**src/rtl/free_list_pkg.sv**
```systemverilog
// Shared sizing constants and the retire-free payload for the rename free pool.
package free_list_pkg;

  localparam int unsigned NUM_PREGS = 64;
  localparam int unsigned NUM_AREGS = 32;
  localparam int unsigned PREG_BITS = 6;
  localparam int unsigned FL_DEPTH  = NUM_PREGS - NUM_AREGS;

  // Up to two old rd mappings released by ROB retire in one cycle.
  typedef struct packed {
    logic                 valid1;
    logic [PREG_BITS-1:0] reg1;
    logic                 valid2;
    logic [PREG_BITS-1:0] reg2;
  } freeRegStruct;

endpackage

```
**src/rtl/free_list.sv**
```systemverilog
// Physical-register free pool: 2-wide circular FIFO feeding rename, refilled by retire.
module free_list
  import free_list_pkg::*;
#(
  parameter int unsigned NUM_PREGS = free_list_pkg::NUM_PREGS,
  parameter int unsigned NUM_AREGS = free_list_pkg::NUM_AREGS,
  parameter int unsigned PREG_BITS = free_list_pkg::PREG_BITS,
  parameter int unsigned FL_DEPTH  = free_list_pkg::FL_DEPTH
) (
  input  logic                          clk,
  input  logic                          reset,
  input  logic                          alloc_req_a,
  input  logic                          alloc_req_b,
  output logic [PREG_BITS-1:0]          alloc_reg_a,
  output logic [PREG_BITS-1:0]          alloc_reg_b,
  output logic                          alloc_ok,
  input  freeRegStruct                  free_in,
  output logic [$clog2(FL_DEPTH+1)-1:0] free_count
);

  localparam int unsigned PTR_W = $clog2(FL_DEPTH);
  localparam int unsigned CNT_W = $clog2(FL_DEPTH + 1);

  logic [PREG_BITS-1:0] fifo [FL_DEPTH];
  logic [PTR_W-1:0]     head;
  logic [PTR_W-1:0]     tail;
  logic [CNT_W-1:0]     count;

  logic [1:0]           n_req;
  logic [1:0]           n_free;
  logic                 grant;
  logic                 acc1;
  logic                 acc2;
  logic                 wr0_en;
  logic                 wr1_en;
  logic [PREG_BITS-1:0] wr0_reg;
  logic [PTR_W-1:0]     head_p1;
  logic [PTR_W-1:0]     tail_p1;
  logic [PTR_W-1:0]     head_next;
  logic [PTR_W-1:0]     tail_next;
  logic [CNT_W:0]       count_next_w;

  // Pointer advance by 0..2 with wrap at FL_DEPTH (depth need not be a power of two).
  function automatic logic [PTR_W-1:0] ptr_add(input logic [PTR_W-1:0] p, input logic [1:0] n);
    logic [PTR_W:0] s;
    s = {1'b0, p} + (PTR_W+1)'(n);
    if (s >= (PTR_W+1)'(FL_DEPTH)) s = s - (PTR_W+1)'(FL_DEPTH);
    return s[PTR_W-1:0];
  endfunction

  // Grant decision, grant values and next-state computation.
  always_comb begin
    n_req        = 2'({1'b0, alloc_req_a} + {1'b0, alloc_req_b});
    alloc_ok     = (count >= CNT_W'(n_req));
    grant        = alloc_ok && (n_req != 2'd0);
    head_p1      = ptr_add(head, 2'd1);
    tail_p1      = ptr_add(tail, 2'd1);
    alloc_reg_a  = fifo[head];
    alloc_reg_b  = alloc_req_a ? fifo[head_p1] : fifo[head];

    // p0 is the hardwired zero register and never re-enters the pool.
    acc1         = free_in.valid1 && (free_in.reg1 != '0);
    acc2         = free_in.valid2 && (free_in.reg2 != '0);
    n_free       = 2'({1'b0, acc1} + {1'b0, acc2});
    wr0_en       = acc1 || acc2;
    wr1_en       = acc1 && acc2;
    wr0_reg      = acc1 ? free_in.reg1 : free_in.reg2;

    head_next    = grant ? ptr_add(head, n_req) : head;
    tail_next    = ptr_add(tail, n_free);
    count_next_w = (CNT_W+1)'(count) - (CNT_W+1)'(grant ? n_req : 2'd0) + (CNT_W+1)'(n_free);
  end

  // Storage, pointers and occupancy; synchronous reset refills p32..p63.
  always_ff @(posedge clk) begin
    if (reset) begin
      for (int unsigned i = 0; i < FL_DEPTH; i++) begin
        fifo[i] <= PREG_BITS'(NUM_AREGS + i);
      end
      head  <= '0;
      tail  <= '0;
      count <= CNT_W'(FL_DEPTH);
    end else begin
      if (wr0_en) fifo[tail]    <= wr0_reg;
      if (wr1_en) fifo[tail_p1] <= free_in.reg2;
      head  <= head_next;
      tail  <= tail_next;
      count <= count_next_w[CNT_W-1:0];
    end
  end

  // Protocol checks: overfilling the pool or freeing an out-of-range register.
  always_ff @(posedge clk) begin
    if (!reset) begin
      assert (count_next_w <= (CNT_W+1)'(FL_DEPTH))
        else $error("free_list: free into full pool");
      assert (!acc1 || (32'(free_in.reg1) < NUM_PREGS))
        else $error("free_list: reg1 out of range");
      assert (!acc2 || (32'(free_in.reg2) < NUM_PREGS))
        else $error("free_list: reg2 out of range");
    end
  end

  assign free_count = count;

endmodule
```
**config.mk**
```make
export PLATFORM = sky130hd
export DESIGN_NAME = free_list
export DESIGN_NICKNAME = d
export VERILOG_FILES = /design/src/rtl/free_list_pkg.sv /design/src/rtl/free_list.sv
export SDC_FILE = /design/constraint.sdc
export NUM_CORES = 1
export LEC_CHECK = 0
export ABC_AREA = 1
export ABC_CLOCK_PERIOD_IN_PS = 3800
export BUFFER_PORTS_ARGS = -buffer_cell sky130_fd_sc_hd__buf_2
export CAP_MARGIN = 40
export CORE_ASPECT_RATIO = 1.1
export CORE_MARGIN = 1
export CORE_UTILIZATION = 42
export CTS_CLUSTER_DIAMETER = 100
export DETAILED_ROUTE_END_ITERATION = 12
export PLACE_DENSITY = 0.56
export SLEW_MARGIN = 20
export SYNTH_ARGS = -nofsm -noshare
export SYNTH_HDL_FRONTEND = slang
export SYNTH_SLANG_ARGS = --single-unit
```
**constraint.sdc**
```tcl
create_clock -name clk -period 3.8 [get_ports clk]
set_input_delay 0.76 -clock clk [delete_from_list [all_inputs] [get_ports clk]]
set_output_delay 0.76 -clock clk [all_outputs]
set_load 0.1 [all_outputs]
```
==> impl_metrics.toml <==
[critical_path]
critPathLaunchType = "flip-flop"
worstPathMaxFanout = 47
crit_type = "reg2out"
r2r_slack_ns = 0.86
reg2reg_depth = 16
worstPathRequired_ns = 3.04
arrival_ns = 2.88
critPathCaptureType = "primary output"
r2r-start = "free_count[4]$_SDFF_PP0_"
rr_endpoint = "free_count[4]$_SDFF_PP0_"
cp-startpoint = "head[0]$_SDFFE_PP0N_"

[timing]
relSlewSlack_pct = 42.7
min_period_over_period_pct = 95.9
setup_violations = 0
hold_viol_final = 0
fmax_mhz = 274
worst_slew_pin_slew_ns = 0.859
clock_skew_ns = 0.00719
slew_violations = 0
fin_setup_tns_ns = 0
rsz0062_at_grt = "false"
min_period_ns = 3.64

[detailed_routing]
detail-route-antenna-nets = 0
vias = 13583
wl_per_cell_um = 23.4
viasPerCell = 5.91
drt_iter0_drc = 1910
route.detailed.drc = 0
first_pass_iters = 6
wl_um = 53800

[finish]
syn_to_final_growth_pct = 11.3
post-route-util_pct = 47.8
nets = 1897
num_antenna_cells = 0
fin_cells = 2297
drive_gt1_share_pct = 9.46
finalInstanceArea_um2 = 15500

[power]
p_leak_uw = 0.00631
vdd.ir_drop.worst_v = 0.000402
powerDensity_nw_per_um2 = 667
p_total_uw = 10300

[clocking]
cts_sinks = 213
path_clk_slew_ns = 0.06
cts-root-buf = "clkbuf_16"
clk_latency_ns = 0.53
cts_tree = "done"
clk_path_buf_depth = 3
cts_buffers = 25
h-tree-depth = 1

[worst_hold_path]
hold_class = "reg2reg"
worstHoldStart = "head[4]$_SDFFE_PP0N_"
whs_path_depth = 2

[die]
core_um2 = 32500
rows = 69
die-area_um2 = 33900
dieWidth_um = 176
die_h_um = 193
initial_core_util_pct = 42.9
pin_count = 37

[placement]
port_buffers = 36
place_area_um2 = 14700
dp.cells = 2254
gp_congestion = 0.953
hpwl_um = 35700

[yosys]
syn_avg_cell_area_um2 = 7.53
syn_inst = 1851
yosysTopAreaCell = "edfxtp_1"
synth_area_leaders = "edfxtp_1 41%, nand2_1 15%, nand3_1 12%"
syn_area_um2 = 13900
ys_warn_count = 0
synth.top_cell.area_share_pct = 41.4
ys_seq_elements = 213
synth_nets = 1894
synth-seq-area-share_pct = 44.4
synth_cell_types = 37

[global_routing]
grt_pass1_vias = 12514
grt_max_degree = 97
grt_pass1_wl_um = 79400
antenna_found_initial = 2
grt_use_total_pct = 31.7
gr-total-overflow = 0

[job]
cap_violations = 0

[outcome]
outcome = "completed"
==> through the flow <==
step | hold slack (ns) | setup slack (ns)
after floorplan | 0.484 | 0.0504
after global placement | 0.513 | 0.236
after detailed placement | 0.541 | 0.212
after CTS | 0.555 | 0.0427
after global routing | 0.571 | 0.0460
final | 0.562 | 0.156
==> synth_stat cells (all sizes together) <==
master,n
a21oi,15
dfxtp,21
edfxtp,192
a21boi,1
clkinv,5
clkbuf,48
xnor2,2
and2,6
fa,4
ha,21
nor4,1
buf,68
inv,264
o21ai,21
nand2,568
nand3,335
o21bai,1
o21a,1
nor3,2
nor2,55
o211ai,24
xor2,6
nand4,1
o22ai,189
==> final cells by class <==
type | instances | area, um^2
clock buffer | 31 | 648
fill | 3295 | 17000
multi-input combinational | 1253 | 6200
tap | 426 | 533
inverter | 269 | 1010
sequential | 213 | 6200
clock inverter | 13 | 120
timing repair buffer | 92 | 797
==> state kept, by name, summed over array words and instances (netlist names), named ones only <==
register / flops
fifo: 192
tail: 5
head: 5
free_count: 6
==> cell families after synthesis <==
group / Yosys count / synth area share, %
and+or+nand+nor: 968 / 29.7
adders and majority gates: 25 / 2.46
buffers and inverters: 385 / 11.3
AOI/OAI and AO/OA: 252 / 11.6
xor gates and xnor gates: 8 / 0.611
DFF: 213 / 44.4
==> report_power, final <==
group	leakage [uW]	total, uW	switching [uW]	internal [uW]
Sequential	0.00177	2830	160	2670
Clock	0.000372	2350	1010	1340
Combinational	0.00417	5160	3670	1490
Total	0.00631	10300	4830	5500
==> worst max-delay path, stage by stage, from the launching register on <==
cell	delay [ns]
dfxtp_4	0.43
ha_2	0.37
buf_6	0.38
nand3_1	0.14
nand3_1	0.16
nand3_1	0.20
nand3_1	0.20
nand3_1	0.11
nand2_1	0.13
buf_12	0.19
==> layout by cell type (no fill, tap or decap), types with 2 or more instances in the layout <==
| master | instances |
|---|---|
| o21ai_2 | 6 |
| o21ai_0 | 14 |
| nor2_1 | 45 |
| clkinv_2 | 5 |
| ha_1 | 20 |
| buf_4 | 54 |
| clkinvlp_4 | 2 |
| o22ai_2 | 4 |
| buf_2 | 24 |
| inv_1 | 252 |
| nand2_2 | 8 |
| o22ai_1 | 185 |
| fa_1 | 4 |
| and2_1 | 6 |
| clkbuf_16 | 25 |
| nand2_1 | 560 |
| edfxtp_1 | 192 |
| nor2_4 | 2 |
| o211ai_1 | 24 |
| a21oi_1 | 15 |
| bufinv_16 | 2 |
| dfxtp_2 | 3 |
| nor2_2 | 8 |
| clkbuf_1 | 6 |
| nand3_1 | 334 |
| clkinv_1 | 8 |
| xor2_1 | 5 |
| buf_12 | 13 |
| dfxtp_1 | 16 |
| inv_2 | 12 |
| dfxtp_4 | 2 |
==> metal layers <==
metal | routed length [um] | global-route usage (%)
met3 | 6230 | 6.08
met2 | 23800 | 49.4
met4 | 2330 | 14.0
met5 | 13 | 0
met1 | 21400 | 43.0
==> worst max-delay path by stage <==
stage	cells after the start	slack, ns	end
after floorplan	17	0.05	free_count[4]$_SDFF_PP0_
after global placement	18	0.24	free_count[4]$_SDFF_PP0_
after detailed placement	20	0.21	free_count[5]$_SDFF_PP1_
after CTS	10	0.04	alloc_reg_b[2]
after global routing	11	0.05	alloc_reg_b[2]
final	9	0.16	alloc_reg_b[5]
==> timing repair <==
item,4_1_cts,5_1_grt
gates cloned,0,0
endpoints found under the setup margin,6,5
hold buffers,0,0
resized for setup,4,1
pin swaps,0,0
buffers inserted,0,0
No activity file was read; power rests on OpenSTA's default activity.
